$ cat src/rtl/wb_pkg.sv
// Shared definitions for the writeback port arbiter: default widths,
// FIFO occupancy states and the x0 register address.
package wb_pkg;

  localparam int WB_DATA_W = 32;
  localparam int WB_ADDR_W = 5;
  localparam int unsigned WB_X0 = 0;

  typedef enum logic [1:0] {
    WB_EMPTY = 2'd0,
    WB_PART  = 2'd1,
    WB_FULL  = 2'd2
  } wb_state_t;

  // Occupancy state implied by an entry count.
  function automatic wb_state_t wb_state_of(input int unsigned cnt, input int unsigned depth);
    if (cnt == 0)          return WB_EMPTY;
    else if (cnt >= depth) return WB_FULL;
    else                   return WB_PART;
  endfunction

endpackage

$ cat src/rtl/wb_port_arbiter_if.sv
// Writeback bundle: ALU request with valid/ready, load return (valid only),
// and the registered register-file write port.
interface wb_port_arbiter_if #(
  parameter int DATA_W = wb_pkg::WB_DATA_W,
  parameter int ADDR_W = wb_pkg::WB_ADDR_W
);
  // ALU handshake: a result transfers on a cycle where alu_valid and alu_ready
  // are both high; alu_ready never depends on alu_valid or mem_valid.
  logic              alu_valid;
  logic              alu_ready;
  logic [ADDR_W-1:0] alu_rd;
  logic [DATA_W-1:0] alu_data;
  logic              mem_valid;
  logic [ADDR_W-1:0] mem_rd;
  logic [DATA_W-1:0] mem_data;
  logic              rf_we;
  logic [ADDR_W-1:0] rf_waddr;
  logic [DATA_W-1:0] rf_wdata;
  logic              busy;

  modport master (
    output alu_valid, alu_rd, alu_data, mem_valid, mem_rd, mem_data,
    input  alu_ready, rf_we, rf_waddr, rf_wdata, busy
  );

  modport slave (
    input  alu_valid, alu_rd, alu_data, mem_valid, mem_rd, mem_data,
    output alu_ready, rf_we, rf_waddr, rf_wdata, busy
  );
endinterface

$ cat src/rtl/wb_sync_fifo.sv
// In-order holding FIFO for deferred ALU writebacks; head is read
// combinationally, pointers wrap modulo DEPTH (power of two).
module wb_sync_fifo #(
  parameter int DEPTH = 2,
  parameter int W     = 37,
  localparam int PW   = $clog2(DEPTH),
  localparam int CW   = $clog2(DEPTH + 1)
) (
  input  logic          clk,
  input  logic          rst,
  input  logic          push,
  input  logic          pop,
  input  logic [W-1:0]  wdata,
  output logic [W-1:0]  rdata,
  output logic [CW-1:0] count,
  output logic          full,
  output logic          empty
);

  logic [W-1:0]  mem [DEPTH];
  logic [PW-1:0] wr_ptr;
  logic [PW-1:0] rd_ptr;
  logic          do_push;
  logic          do_pop;

  assign full    = (count == CW'(DEPTH));
  assign empty   = (count == '0);
  assign do_push = push & ~full;
  assign do_pop  = pop & ~empty;
  assign rdata   = mem[rd_ptr];

  always_ff @(posedge clk) begin
    if (rst) begin
      wr_ptr <= '0;
      rd_ptr <= '0;
      count  <= '0;
    end else begin
      if (do_push) wr_ptr <= wr_ptr + PW'(1);
      if (do_pop)  rd_ptr <= rd_ptr + PW'(1);
      count <= count + CW'(do_push) - CW'(do_pop);
    end
  end

  always_ff @(posedge clk) begin
    if (do_push) mem[wr_ptr] <= wdata;
  end

endmodule

$ cat src/rtl/wb_port_arbiter.sv
// Register-file write-port arbiter: load returns always win, losing ALU results
// queue in order. Optional WB_CONFLICT_CNT_EN adds the conflict_cnt output.
module wb_port_arbiter
  import wb_pkg::*;
#(
  parameter int DATA_W = WB_DATA_W,
  parameter int ADDR_W = WB_ADDR_W,
  parameter int DEPTH  = 2
) (
  input  logic         clk,
  input  logic         rst,
  wb_port_arbiter_if.slave bus,
  output wb_state_t    state_dbg
`ifdef WB_CONFLICT_CNT_EN
  ,
  output logic [31:0]  conflict_cnt
`endif
);

  localparam int CW = $clog2(DEPTH + 1);
  localparam int EW = ADDR_W + DATA_W;

  wb_state_t         state;
  logic              alu_ready;
  logic              alu_fire;
  logic              alu_wr;
  logic              push;
  logic              pop;
  logic              fifo_full;
  logic              fifo_empty;
  logic [CW-1:0]     fifo_count;
  logic [CW-1:0]     count_next;
  logic [EW-1:0]     head;
  logic [ADDR_W-1:0] head_rd;
  logic [DATA_W-1:0] head_data;
  logic              rf_we_q;
  logic [ADDR_W-1:0] rf_waddr_q;
  logic [DATA_W-1:0] rf_wdata_q;

  assign alu_ready = (state != WB_FULL);
  assign alu_fire  = bus.alu_valid & alu_ready;
  assign alu_wr    = alu_fire & (bus.alu_rd != ADDR_W'(WB_X0));
  // The ALU bypasses the FIFO only when nothing else wants the port.
  assign push      = alu_wr & (bus.mem_valid | ~fifo_empty);
  assign pop       = ~bus.mem_valid & ~fifo_empty;
  assign count_next = fifo_count + CW'(push) - CW'(pop);
  assign {head_rd, head_data} = head;

  wb_sync_fifo #(.DEPTH(DEPTH), .W(EW)) u_fifo (
    .clk   (clk),
    .rst   (rst),
    .push  (push),
    .pop   (pop),
    .wdata ({bus.alu_rd, bus.alu_data}),
    .rdata (head),
    .count (fifo_count),
    .full  (fifo_full),
    .empty (fifo_empty)
  );

  always_ff @(posedge clk) begin
    if (rst) begin
      state      <= WB_EMPTY;
      rf_we_q    <= 1'b0;
      rf_waddr_q <= '0;
      rf_wdata_q <= '0;
    end else begin
      state <= wb_state_of(32'(count_next), DEPTH);
      if (bus.mem_valid) begin
        rf_we_q    <= (bus.mem_rd != ADDR_W'(WB_X0));
        rf_waddr_q <= bus.mem_rd;
        rf_wdata_q <= bus.mem_data;
      end else if (!fifo_empty) begin
        // Queued entries never target x0, so a pop always writes.
        rf_we_q    <= 1'b1;
        rf_waddr_q <= head_rd;
        rf_wdata_q <= head_data;
      end else if (state == WB_EMPTY && alu_fire) begin
        rf_we_q    <= (bus.alu_rd != ADDR_W'(WB_X0));
        rf_waddr_q <= bus.alu_rd;
        rf_wdata_q <= bus.alu_data;
      end else begin
        rf_we_q <= 1'b0;
      end
    end
  end

`ifdef WB_CONFLICT_CNT_EN
  always_ff @(posedge clk) begin
    if (rst) begin
      conflict_cnt <= '0;
    end else if (bus.alu_valid && (!alu_ready || bus.mem_valid || !fifo_empty)
                 && conflict_cnt != '1) begin
      conflict_cnt <= conflict_cnt + 32'd1;
    end
  end
`endif

  assign bus.alu_ready = alu_ready;
  assign bus.rf_we     = rf_we_q;
  assign bus.rf_waddr  = rf_waddr_q;
  assign bus.rf_wdata  = rf_wdata_q;
  assign bus.busy      = (state != WB_EMPTY);
  assign state_dbg     = state;

  logic unused_full;
  assign unused_full = fifo_full;

endmodule

$ cat src/flat_wrapper.sv
// flat-port wrapper written by rule: the top's interface ports become plain ports
module wb_port_arbiter_flat import wb_pkg::*;
#(
  parameter int DATA_W = WB_DATA_W,
  parameter int ADDR_W = WB_ADDR_W,
  parameter int DEPTH  = 2
)
  (clk, rst, state_dbg, bus_alu_valid, bus_alu_rd, bus_alu_data, bus_mem_valid, bus_mem_rd, bus_mem_data, bus_alu_ready, bus_rf_we, bus_rf_waddr, bus_rf_wdata, bus_busy);
  wb_port_arbiter_if #(.DATA_W(DATA_W), .ADDR_W(ADDR_W)) bus_i ();
  input  logic clk;
  input  logic rst;
  output wb_state_t state_dbg;
  input wire logic [$bits(bus_i.alu_valid)-1:0] bus_alu_valid;
  input wire logic [$bits(bus_i.alu_rd)-1:0] bus_alu_rd;
  input wire logic [$bits(bus_i.alu_data)-1:0] bus_alu_data;
  input wire logic [$bits(bus_i.mem_valid)-1:0] bus_mem_valid;
  input wire logic [$bits(bus_i.mem_rd)-1:0] bus_mem_rd;
  input wire logic [$bits(bus_i.mem_data)-1:0] bus_mem_data;
  output wire logic [$bits(bus_i.alu_ready)-1:0] bus_alu_ready;
  output wire logic [$bits(bus_i.rf_we)-1:0] bus_rf_we;
  output wire logic [$bits(bus_i.rf_waddr)-1:0] bus_rf_waddr;
  output wire logic [$bits(bus_i.rf_wdata)-1:0] bus_rf_wdata;
  output wire logic [$bits(bus_i.busy)-1:0] bus_busy;
  assign bus_i.alu_valid = bus_alu_valid;
  assign bus_i.alu_rd = bus_alu_rd;
  assign bus_i.alu_data = bus_alu_data;
  assign bus_i.mem_valid = bus_mem_valid;
  assign bus_i.mem_rd = bus_mem_rd;
  assign bus_i.mem_data = bus_mem_data;
  assign bus_alu_ready = bus_i.alu_ready;
  assign bus_rf_we = bus_i.rf_we;
  assign bus_rf_waddr = bus_i.rf_waddr;
  assign bus_rf_wdata = bus_i.rf_wdata;
  assign bus_busy = bus_i.busy;
  wb_port_arbiter #(.DATA_W(DATA_W), .ADDR_W(ADDR_W), .DEPTH(DEPTH)) u_core (.clk(clk), .rst(rst), .bus(bus_i), .state_dbg(state_dbg));
endmodule
$ cat config.mk
export PLATFORM = sky130hd
export DESIGN_NAME = wb_port_arbiter_flat
export DESIGN_NICKNAME = d
export VERILOG_FILES = /design/src/rtl/wb_pkg.sv /design/src/rtl/wb_port_arbiter_if.sv /design/src/rtl/wb_sync_fifo.sv /design/src/rtl/wb_port_arbiter.sv /design/src/flat_wrapper.sv
export SDC_FILE = /design/constraint.sdc
export NUM_CORES = 1
export LEC_CHECK = 0
export BUFFER_PORTS_ARGS = -buffer_cell sky130_fd_sc_hd__clkbuf_2
export CAP_MARGIN = 20
export CORE_ASPECT_RATIO = 1.75
export CORE_MARGIN = 2
export CORE_UTILIZATION = 54
export CTS_CLUSTER_DIAMETER = 100
export CTS_CLUSTER_SIZE = 16
export DETAILED_ROUTE_END_ITERATION = 8
export PLACE_DENSITY = 0.8
export SLEW_MARGIN = 15
export SYNTH_ARGS = -nofsm -noshare
export SYNTH_HDL_FRONTEND = slang
export SYNTH_SLANG_ARGS = --single-unit
$ cat constraint.sdc
create_clock -name clk -period 7 [get_ports clk]
set_clock_uncertainty 0.15 [all_clocks]
set_input_delay 1.4 -clock clk [delete_from_list [all_inputs] [get_ports clk]]
set_output_delay 1.4 -clock clk [all_outputs]
set_load 0.1 [all_outputs]
==> results.md <==
* Crit end category: flip-flop
* Core outline area at 9350 um^2
* Drt first pass iters at 5
* Kind of critical path: primary input to flip-flop
* DPL Wire Length at 7340 um
* Initial Util at ~55%
* Port Buffers at about 120
* First-pass GRT wire length at 18,900 um
* Yosys reg bits at between 100 and 150
* # resized after CTS at 0
* Area growth, synth to finish at 22.4%
* Cell Area, Synth at 5110 um^2
* Final instance area at between 6000 and 7000 um^2
* Leak at 2.38 nW
* CTS Buf Count at 17
* All-Layer GR Usage at 24.1%
* GPL Wtd Cong at 0.795
* Predominant post-synthesis flop cell: edfxtp_1
* Overall power at 0.00317 W
* Area of the multi-input gates at 1790 um^2
* CTS H-tree depth at 4
* # DRC at 0
* Syn_area_per_cell at 12.2 um^2
* Num Clock Sinks at 119
* CP required at about 7 ns
* # rows at 47
* CTS Buffer Depth at 2
* Layout cell share with drive strength beyond 1 at around a third
* Initial antenna violation count at 0
* Root buf cell: clkbuf_16
* DR WL/cell at 18.0 um
* WL final at 11,900 um
* Total die area at 10,300 um^2
* Register area share after synthesis at roughly three fifths
* Reg clk slew, reported paths at 0.05 ns
* Max_cap viols at 0
* Post-CTS Setup Inserts at 0
* Worst EP arrival at approximately 3.4 ns
* Max-slew headroom at around 29%
* Pin count of the biggest net entering global routing at 47
* Yosys warnings at 0
* Placed instance area at 5710 um^2
* Nets at 605
* Period utilization at 50.3%
* Worst skew pair latency at just over 0.4 ns
* Startpoint Class: primary input
* Die Width at between 70 and 80 um
* Peak VDD IR at ~0.00034 V
* Critical R2R Launch: u_core.u_fifo.count[1]
* Number of hold buffers added after cts at 0
* Synth Instances at 420
* Final hold violations at 0
* Outcome: finished, final reports clean
* Post-route minimum period at 3.52 ns
* Die Height at 133 um
* Antenna-violating nets left at 0
* Yosys cell types at 40
* RSZ-0062 raised after global routing: false
* CTS tree: yes
* Worst Setup SP: bus_mem_valid
* Fill count at 692
* Via-per-instance ratio at 5.80
* # diodes at 0
* Vias in the first global route at ~3.8k
* HP Class: flip-flop to flip-flop
* Async S/R FF share, synth at 0%
* Routed via count at between 3k and 4k
* Pins over their slew limit at 0
* Peak Freq at 284 MHz
* Syn nets at 501
* Register Area at 3130 um^2
* Sum Neg Setup Slack at 0 ns
* # setup viols final at 0
* Slew @ Worst Pin at approximately 1.1 ns
* EDFF count, synth at 74
* Hold Startpoint: u_core.bus.rf_waddr[3]
* Initial drt markers at 337
* GRT Residual Overflow at 0
* Power Density at 506 nW/um^2
* I/O Pins at 120
* Max FO, Critical Path at 37
[flip-flops by register name, summed over array words and instances, names as in the netlist, named ones only]
signal                flops
u_core.u_fifo.mem        74
u_core.bus.rf_wdata      32
u_core.bus.rf_waddr       5
u_core.state_dbg          2
u_core.u_fifo.count       2
u_core.bus.rf_we          1
u_core.u_fifo.rd_ptr      1
u_core.u_fifo.wr_ptr      1
[placed cells by master (no fill, tap or decap), types with 2 or more instances in the layout]
cell and n:
xor2_1 2, nor3_2 10, edfxtp_1 74, nor2_1 43, dfxtp_2 2, xnor2_1 2, dfxtp_1 42, buf_4 5
ha_1 3, nor3_1 63, clkbuf_2 119, a211oi_1 72, inv_1 2, clkbuf_16 17, clkbuf_8 6, nand2_1 2
mux2i_1 37, clkbuf_1 6, nor2b_1 2, clkinv_2 3, a21oi_1 3
[worst paths after layout]
check | end | slack (ns) | cells past startpoint
setup reg to reg | u_core.u_fifo.mem[0][1] | 3.51 | 4
hold reg to reg | u_core.bus.rf_waddr[3] | 0.31 | 2
hold / removal | u_core.bus.rf_waddr[3] | 0.31 | 2
setup / recovery | u_core.u_fifo.mem[0][1] | 3.48 | 4
[through the flow]
stage / hold WS (ns) / util, % / worst slack [ns] / cells
after floorplan: 0.301 / - / 1.15 / 420
final: 0.314 / 67.0 / 3.48 / 659
after global routing: 0.333 / 67.0 / 3.33 / 659
after global placement: 0.293 / 61.1 / 3.13 / 627
after detailed placement: 0.307 / 61.1 / 3.05 / 627
after CTS: 0.322 / 66.9 / 3.49 / 659
[cells in the mapped netlist (all sizes together) (3+ instances only)]
cell type	count	share of area, %
a211oi	73	11
a21oi	3	0.29
buf	22	2.6
clkbuf	17	1.4
dfxtp	45	18
edfxtp	74	43
ha	3	0.73
inv	3	0.22
mux2i	37	7.2
nor2	43	3.2
nor3	73	8.1
[layer usage]
layer / GRT usage (%) / up-vias / routed length [um]
met4: 11.7 / 0 / 390
met2: 41.4 / 170 / 6150
met1: 27.4 / 1806 / 4610
met3: 6.41 / 31 / 719
li1: - / 1817 / -
met5: 0 / - / 0
[logic make-up (layout without fill, tap and decap cells)]
| kind of cell | count (synthesis) | in the layout | share of synthesized area [%] |
|---|---|---|---|
| buffers and inverters | 42 | 159 | 4.21 |
| adders and majority gates | 3 | 3 | 0.734 |
| AOI/OAI and AO/OA | 84 | 84 | 12.6 |
| DFF | 119 | 119 | 61.1 |
| xor gates and xnor gates | 4 | 4 | 0.685 |
| and+or+nand+nor | 130 | 130 | 13.2 |
| muxes | 38 | 38 | 7.46 |
[critical path, cell delays in order]
cell and delay (ns):
clkbuf_2 0.56, nor2_1 0.21, or4_1 0.59, inv_2 0.63
[report_power, final]
part	internal [W]	switching (W)	total, W
clock network	0.000507	0.000288	0.000794
registers	0.000925	0.000179	0.00110
logic	0.000317	0.000951	0.00127
total	0.00175	0.00142	0.00317
[final cells by class]
type                            instances  area share (%)
Sequential cell                       119            50.0
Clock inverter                          3           0.240
Inverter                                3           0.180
Multi-Input combinational cell        259            28.6
Timing Repair Buffer                  124            10.1
Tap cell                              122            2.44
Clock buffer                           29            8.47
(Power assumes the default switching activity.)
